$ cat config.mk
export PLATFORM = sky130hd
export DESIGN_NAME = decode_hazard
export DESIGN_NICKNAME = d
export VERILOG_FILES = /design/src/rtl/decode_hazard.sv
export SDC_FILE = /design/constraint.sdc
export NUM_CORES = 1
export LEC_CHECK = 0
export CORE_AREA = 2 2 156 158
export DETAILED_ROUTE_END_ITERATION = 16
export DIE_AREA = 0 0 158 160
export PLACE_DENSITY = 0.76
export RECOVER_POWER = 100
export SYNTH_ARGS = -nofsm -noshare
export SYNTH_HDL_FRONTEND = slang
export SYNTH_SLANG_ARGS = --single-unit
export TNS_END_PERCENT = 100
$ cat constraint.sdc
create_clock -name clk -period 3.8 [get_ports clk]
set_input_delay 0.76 -clock clk [delete_from_list [all_inputs] [get_ports clk]]
set_output_delay 0.76 -clock clk [all_outputs]
set_load 0.05 [all_outputs]
$ cat src/rtl/decode_hazard.sv
// Decode-stage hazard unit: load-use / branch-operand stall detection, branch
// resolution with same-cycle redirect, ID/EX slot register and a saturating stall counter.
module decode_hazard #(
  parameter int CNT_W = 32
) (
  input  logic             clk,
  input  logic             reset,
  input  logic [31:0]      ir,
  input  logic [31:0]      npc,
  input  logic [31:0]      rs1_val,
  input  logic [31:0]      rs2_val,
  input  logic             mem_stall,
  output logic             branch_sig,
  output logic [31:0]      branch_pc,
  output logic             stallF,
  output logic             stallD,
  output logic             ex_valid,
  output logic [31:0]      ex_ir,
  output logic [31:0]      ex_pc,
  output logic [4:0]       ex_rd,
  output logic             ex_is_load,
  output logic [CNT_W-1:0] stall_cnt
);

  localparam logic [6:0]  OP_LUI    = 7'b0110111;
  localparam logic [6:0]  OP_AUIPC  = 7'b0010111;
  localparam logic [6:0]  OP_JAL    = 7'b1101111;
  localparam logic [6:0]  OP_JALR   = 7'b1100111;
  localparam logic [6:0]  OP_BRANCH = 7'b1100011;
  localparam logic [6:0]  OP_STORE  = 7'b0100011;
  localparam logic [6:0]  OP_OP     = 7'b0110011;
  localparam logic [6:0]  OP_LOAD   = 7'b0000011;
  localparam logic [31:0] NOP       = 32'h0000_0013;

  typedef enum logic {S_BOOT, S_RUN} state_t;

  state_t           state_q, state_d;
  logic             ex_valid_q, ex_valid_d;
  logic [31:0]      ex_ir_q, ex_ir_d;
  logic [31:0]      ex_pc_q, ex_pc_d;
  logic [4:0]       ex_rd_q, ex_rd_d;
  logic             ex_is_load_q, ex_is_load_d;
  logic [CNT_W-1:0] stall_cnt_q, stall_cnt_d;

  logic [6:0]  opcode;
  logic [2:0]  funct3;
  logic [4:0]  rs1, rs2;
  logic        dv, is_jal, is_jalr, is_branch;
  logic        use_rs1, use_rs2, match_rs1, match_rs2;
  logic        load_use, ctrl_hz, hz, taken;
  logic [31:0] imm_i, imm_b, imm_j, target;

  assign opcode    = ir[6:0];
  assign funct3    = ir[14:12];
  assign rs1       = ir[19:15];
  assign rs2       = ir[24:20];
  assign dv        = (state_q == S_RUN);
  assign is_jal    = (opcode == OP_JAL);
  assign is_jalr   = (opcode == OP_JALR);
  assign is_branch = (opcode == OP_BRANCH);

  assign use_rs1 = (opcode != OP_LUI) && (opcode != OP_AUIPC) && !is_jal;
  assign use_rs2 = is_branch || (opcode == OP_STORE) || (opcode == OP_OP);

  // x0 is never a real producer, so a zero index cannot match.
  assign match_rs1 = use_rs1 && (rs1 != 5'd0) && (ex_rd_q == rs1);
  assign match_rs2 = use_rs2 && (rs2 != 5'd0) && (ex_rd_q == rs2);

  assign load_use = dv && ex_valid_q && ex_is_load_q && (match_rs1 || match_rs2);
  assign ctrl_hz  = dv && (is_branch || is_jalr) && ex_valid_q && (ex_rd_q != 5'd0)
                    && (match_rs1 || match_rs2);
  assign hz       = (load_use || ctrl_hz) && !mem_stall;

  // Reset forces the stall outputs low even if mem_stall is asserted.
  assign stallF = reset && (mem_stall || hz);
  assign stallD = stallF;

  assign imm_i = {{21{ir[31]}}, ir[30:20]};
  assign imm_b = {{20{ir[31]}}, ir[7], ir[30:25], ir[11:8], 1'b0};
  assign imm_j = {{12{ir[31]}}, ir[19:12], ir[20], ir[30:21], 1'b0};

  always_comb begin
    taken = 1'b0;
    if (is_jal || is_jalr) begin
      taken = 1'b1;
    end else if (is_branch) begin
      case (funct3)
        3'b000:  taken = (rs1_val == rs2_val);
        3'b001:  taken = (rs1_val != rs2_val);
        3'b100:  taken = ($signed(rs1_val) <  $signed(rs2_val));
        3'b101:  taken = ($signed(rs1_val) >= $signed(rs2_val));
        3'b110:  taken = (rs1_val <  rs2_val);
        3'b111:  taken = (rs1_val >= rs2_val);
        default: taken = 1'b0;
      endcase
    end
  end

  always_comb begin
    target = npc + imm_b;
    if (is_jal) begin
      target = npc + imm_j;
    end else if (is_jalr) begin
      target = (rs1_val + imm_i) & 32'hFFFF_FFFE;
    end
  end

  assign branch_sig = dv && taken && !hz && !mem_stall;
  assign branch_pc  = branch_sig ? target : (npc + 32'd4);

  always_comb begin
    state_d = state_q;
    case (state_q)
      S_BOOT:  state_d = S_RUN;
      S_RUN:   state_d = S_RUN;
      default: state_d = S_BOOT;
    endcase
  end

  // mem_stall freezes EX; a hazard or an invalid decode slot inserts a bubble.
  always_comb begin
    ex_valid_d   = ex_valid_q;
    ex_ir_d      = ex_ir_q;
    ex_pc_d      = ex_pc_q;
    ex_rd_d      = ex_rd_q;
    ex_is_load_d = ex_is_load_q;
    if (!mem_stall) begin
      if (hz || !dv) begin
        ex_valid_d   = 1'b0;
        ex_ir_d      = NOP;
        ex_rd_d      = 5'd0;
        ex_is_load_d = 1'b0;
      end else begin
        ex_valid_d   = dv;
        ex_ir_d      = ir;
        ex_pc_d      = npc;
        ex_rd_d      = ir[11:7];
        ex_is_load_d = (opcode == OP_LOAD);
      end
    end
  end

  always_comb begin
    stall_cnt_d = stall_cnt_q;
    if (hz && (stall_cnt_q != {CNT_W{1'b1}})) begin
      stall_cnt_d = stall_cnt_q + CNT_W'(1);
    end
  end

  always_ff @(posedge clk or negedge reset) begin
    if (!reset) begin
      state_q      <= S_BOOT;
      ex_valid_q   <= 1'b0;
      ex_ir_q      <= NOP;
      ex_pc_q      <= 32'd0;
      ex_rd_q      <= 5'd0;
      ex_is_load_q <= 1'b0;
      stall_cnt_q  <= '0;
    end else begin
      state_q      <= state_d;
      ex_valid_q   <= ex_valid_d;
      ex_ir_q      <= ex_ir_d;
      ex_pc_q      <= ex_pc_d;
      ex_rd_q      <= ex_rd_d;
      ex_is_load_q <= ex_is_load_d;
      stall_cnt_q  <= stall_cnt_d;
    end
  end

  assign ex_valid   = ex_valid_q;
  assign ex_ir      = ex_ir_q;
  assign ex_pc      = ex_pc_q;
  assign ex_rd      = ex_rd_q;
  assign ex_is_load = ex_is_load_q;
  assign stall_cnt  = stall_cnt_q;

endmodule

==> flow_summary.ini <==
[status]
status = finished with violations
violations = max-capacitance violations, max-slew violations, negative setup slack

[global_route]
grt_pass1_vias = 13379
antenna_found_initial = 1
grt_max_degree = 67
grtUsageTotal_pct = 35.4
grt_pass1_wl_um = 70400
grt-ovfl-total = 0

[worst_hold_path]
hp-class = reg -> reg

[detailed_routing]
drtIter0Drc = 1077
vias_per_cell = 5.68
wl_per_cell_um = 19.9
totalWireLength_um = 46400
ant_nets = 0
vias = 13201
first_pass_iters = 6
post-route-drc-count = 0

[clocking]
clkLatencyLatePin_ns = 0.36
cts-root-buf = clkbuf_16
clk_pin_slew_ns = 0.08
holdBufCountCts = 0
htreeDepth = 3
cts_tree = yes
clk_path_buf_depth = 2
numCtsBuffers = 9
cts_sinks = 99

[critical_path]
cp.arrival_ns = 3.69
crit_required_ns = 3.04
crit_type = in -> out
path_max_fanout = 5
endpoint_kind = output port
startpoint_type = primary input

[sta]
post-route-period-util_pct = 117
slew_violations = 36
rsz0062_at_grt = true
hold_viol = 0
post-route-min-period_ns = 4.45
finClkSkew_ns = 0.0132
timing.final.ws_setup_ns = -0.653
fmax_ghz = 0.225
fin_tns_setup_ns = -19.05
worst_pin_slew_ns = 1.91
setup_viol_count_final = 33
max-slew-margin-rel_pct = -27.5

[finish]
final_cell_mix = buf_4, nand2_1, dlygate4sd3_1
postLayoutCellArea_um2 = 18700
areaGrowthSynthToFinish_pct = 80.1
layout_commonest_cell = buf_4
drive_above_1_share_pct = 41.6
n_fill_cell = 1657
final_nets = 2236

[logic_synthesis]
ys_types = 85
synthTopCellsByArea = dfrtp_1, ha_1, nand2_1
yosys_register_bits = 99
synth_ff_type = dfrtp_1
synthCells = 1319
synth_top_area_cell = dfrtp_1
syn_area_um2 = 10400
yosysWarnings = 0
async_reset_ff_share_pct = 100
yosys.area.top_type_share_pct = 23.1
syn_nets = 1560
synth-edff-count = 0
synth_area_per_cell_um2 = 7.89
seq_area_frac_synth_pct = 23.9

[job]
cap_violations = 1

[die]
io_pins = 269
row_count = 57
start_util_pct = 43.7
design.core.area_um2 = 23800
dieArea_um2 = 25300
die_h_um = 160
dieWidth_um = 158

[placed_design]
io_buffers = 268
gp_congestion = 0.987
dpl_cell_area_um2 = 17000
dp_hpwl_um = 34900

[power_and_ir_drop]
finalPower_mw = 4.79
powerDensity_nw_per_um2 = 256
ir_drop_mv = 0.233
p_leak_nw = 8.82
final timing paths:
check	start	endpoint	slack, ns	depth (start not counted)
hold reg to reg	ex_pc[21]	ex_pc[21]	0.47	2
min in group asynchronous	reset	stall_cnt[16]	0.92	1
setup / recovery	ir[31]	branch_pc[30]	-0.65	16
max in group asynchronous	reset	ex_pc[22]	0.58	2
setup reg to reg	ex_ir[8]	ex_is_load	0.36	10
hold / removal	ex_pc[21]	ex_pc[21]	0.47	2
power breakdown:
part	switching (mW)	internal, mW	leakage, nW	total [mW]
combinational	1.49	1.17	7.38	2.66
clock	0.482	0.475	0.152	0.956
sequential	0.0464	1.12	1.29	1.17
total	2.02	2.77	8.82	4.79
kinds of logic (layout without fill, tap and decap cells):
kind of cell / count (synthesis) / after routing / share of synthesized area [%]
AND/OR/NAND/NOR: 465 / 465 / 21.1
AO/OA/AOI/OAI: 385 / 385 / 24.8
XOR/XNOR: 139 / 139 / 11.7
buffers and inverters: 115 / 796 / 4.56
adder cells (fa/ha/maj): 110 / 110 / 13.4
flip-flops: 99 / 99 / 23.9
multiplexers: 5 / 5 / 0.505
other: 1 / 2 / 0.0360
worst max-delay path, cell delays in order:
cell and delay (ns):
buf_2 0.16, buf_4 0.19, ha_1 0.33, nand4_1 0.31, nor2_4 0.26, buf_4 0.15
a31oi_4 0.09, nand4b_1 0.16, buf_4 0.13, nand3_1 0.10, a31oi_2 0.24, o22ai_1 0.13
xnor2_1 0.16, nand2_1 0.09, a22oi_2 0.22, buf_12 0.17
cell usage after synthesis (all sizes together), types with 4 or more instances:
| master | count |
|---|---|
| xnor2 | 81 |
| o31a | 4 |
| nor2b | 7 |
| a21oi | 109 |
| or3 | 6 |
| dfrtp | 96 |
| and2 | 7 |
| ha | 107 |
| o22ai | 9 |
| clkbuf | 27 |
| a21o | 33 |
| nand4 | 18 |
| o21ai | 78 |
| o211ai | 20 |
| nand3 | 48 |
| xor2 | 58 |
| a221oi | 6 |
| nand2 | 200 |
| a22o | 22 |
| a22oi | 5 |
| buf | 20 |
| nand2b | 13 |
| inv | 68 |
| nor3 | 14 |
| a31oi | 13 |
| a211oi | 25 |
| nor2 | 97 |
| or2 | 11 |
| o2111ai | 4 |
| a41oi | 7 |
| o21a | 8 |
| nor4 | 12 |
| o21bai | 8 |
| and4 | 5 |
| a21boi | 5 |
| and3 | 18 |
metrics by stage:
| step | worst slack (ns) | instances | util [%] | hold slack (ns) |
|---|---|---|---|---|
| 6_report | -0.653 | 2325 | 78.6 | 0.470 |
| 5_1_grt | -0.772 | 2324 | 78.6 | 0.490 |
| 4_1_cts | -0.704 | 2312 | 77.3 | 0.351 |
| 3_5_place_dp | -1.23 | 2267 | 71.4 | 0.460 |
| 3_3_place_gp | -1.25 | 2267 | 71.4 | 0.452 |
| 2_1_floorplan | -0.345 | 1319 | - | 0.464 |
registers in the layout, summed over array words and instances, names as in the netlist:
name and flops:
ex_pc 32, stall_cnt 32, ex_valid 1, ex_ir 32, dv 1, ex_is_load 1
final cells by class:
class	count	area, um2	area share [%]
antenna	1	2.50	0.0134
clock buffer	9	225	1.20
clock inverter	7	88.8	0.474
inverter	68	275	1.47
multi-input combinational	1105	9230	49.3
sequential	99	2480	13.2
tap	324	405	2.16
timing repair buffer	712	6020	32.1
what timing repair did:
item                                    CTS  global route
endpoints found under the setup margin   35            35
buffers inserted                         31            13
pin swaps                               111            72
gates resized for setup                 468           112
routing by layer:
metal,wire length (um),track usage (%),vias to the layer above
li1,-,-,6102
met1,19000,45.7,6291
met2,21700,57.4,662
met3,3340,5.70,146
met4,2340,17.2,0
met5,0,0,-
No activity file was read; power rests on OpenSTA's default activity.
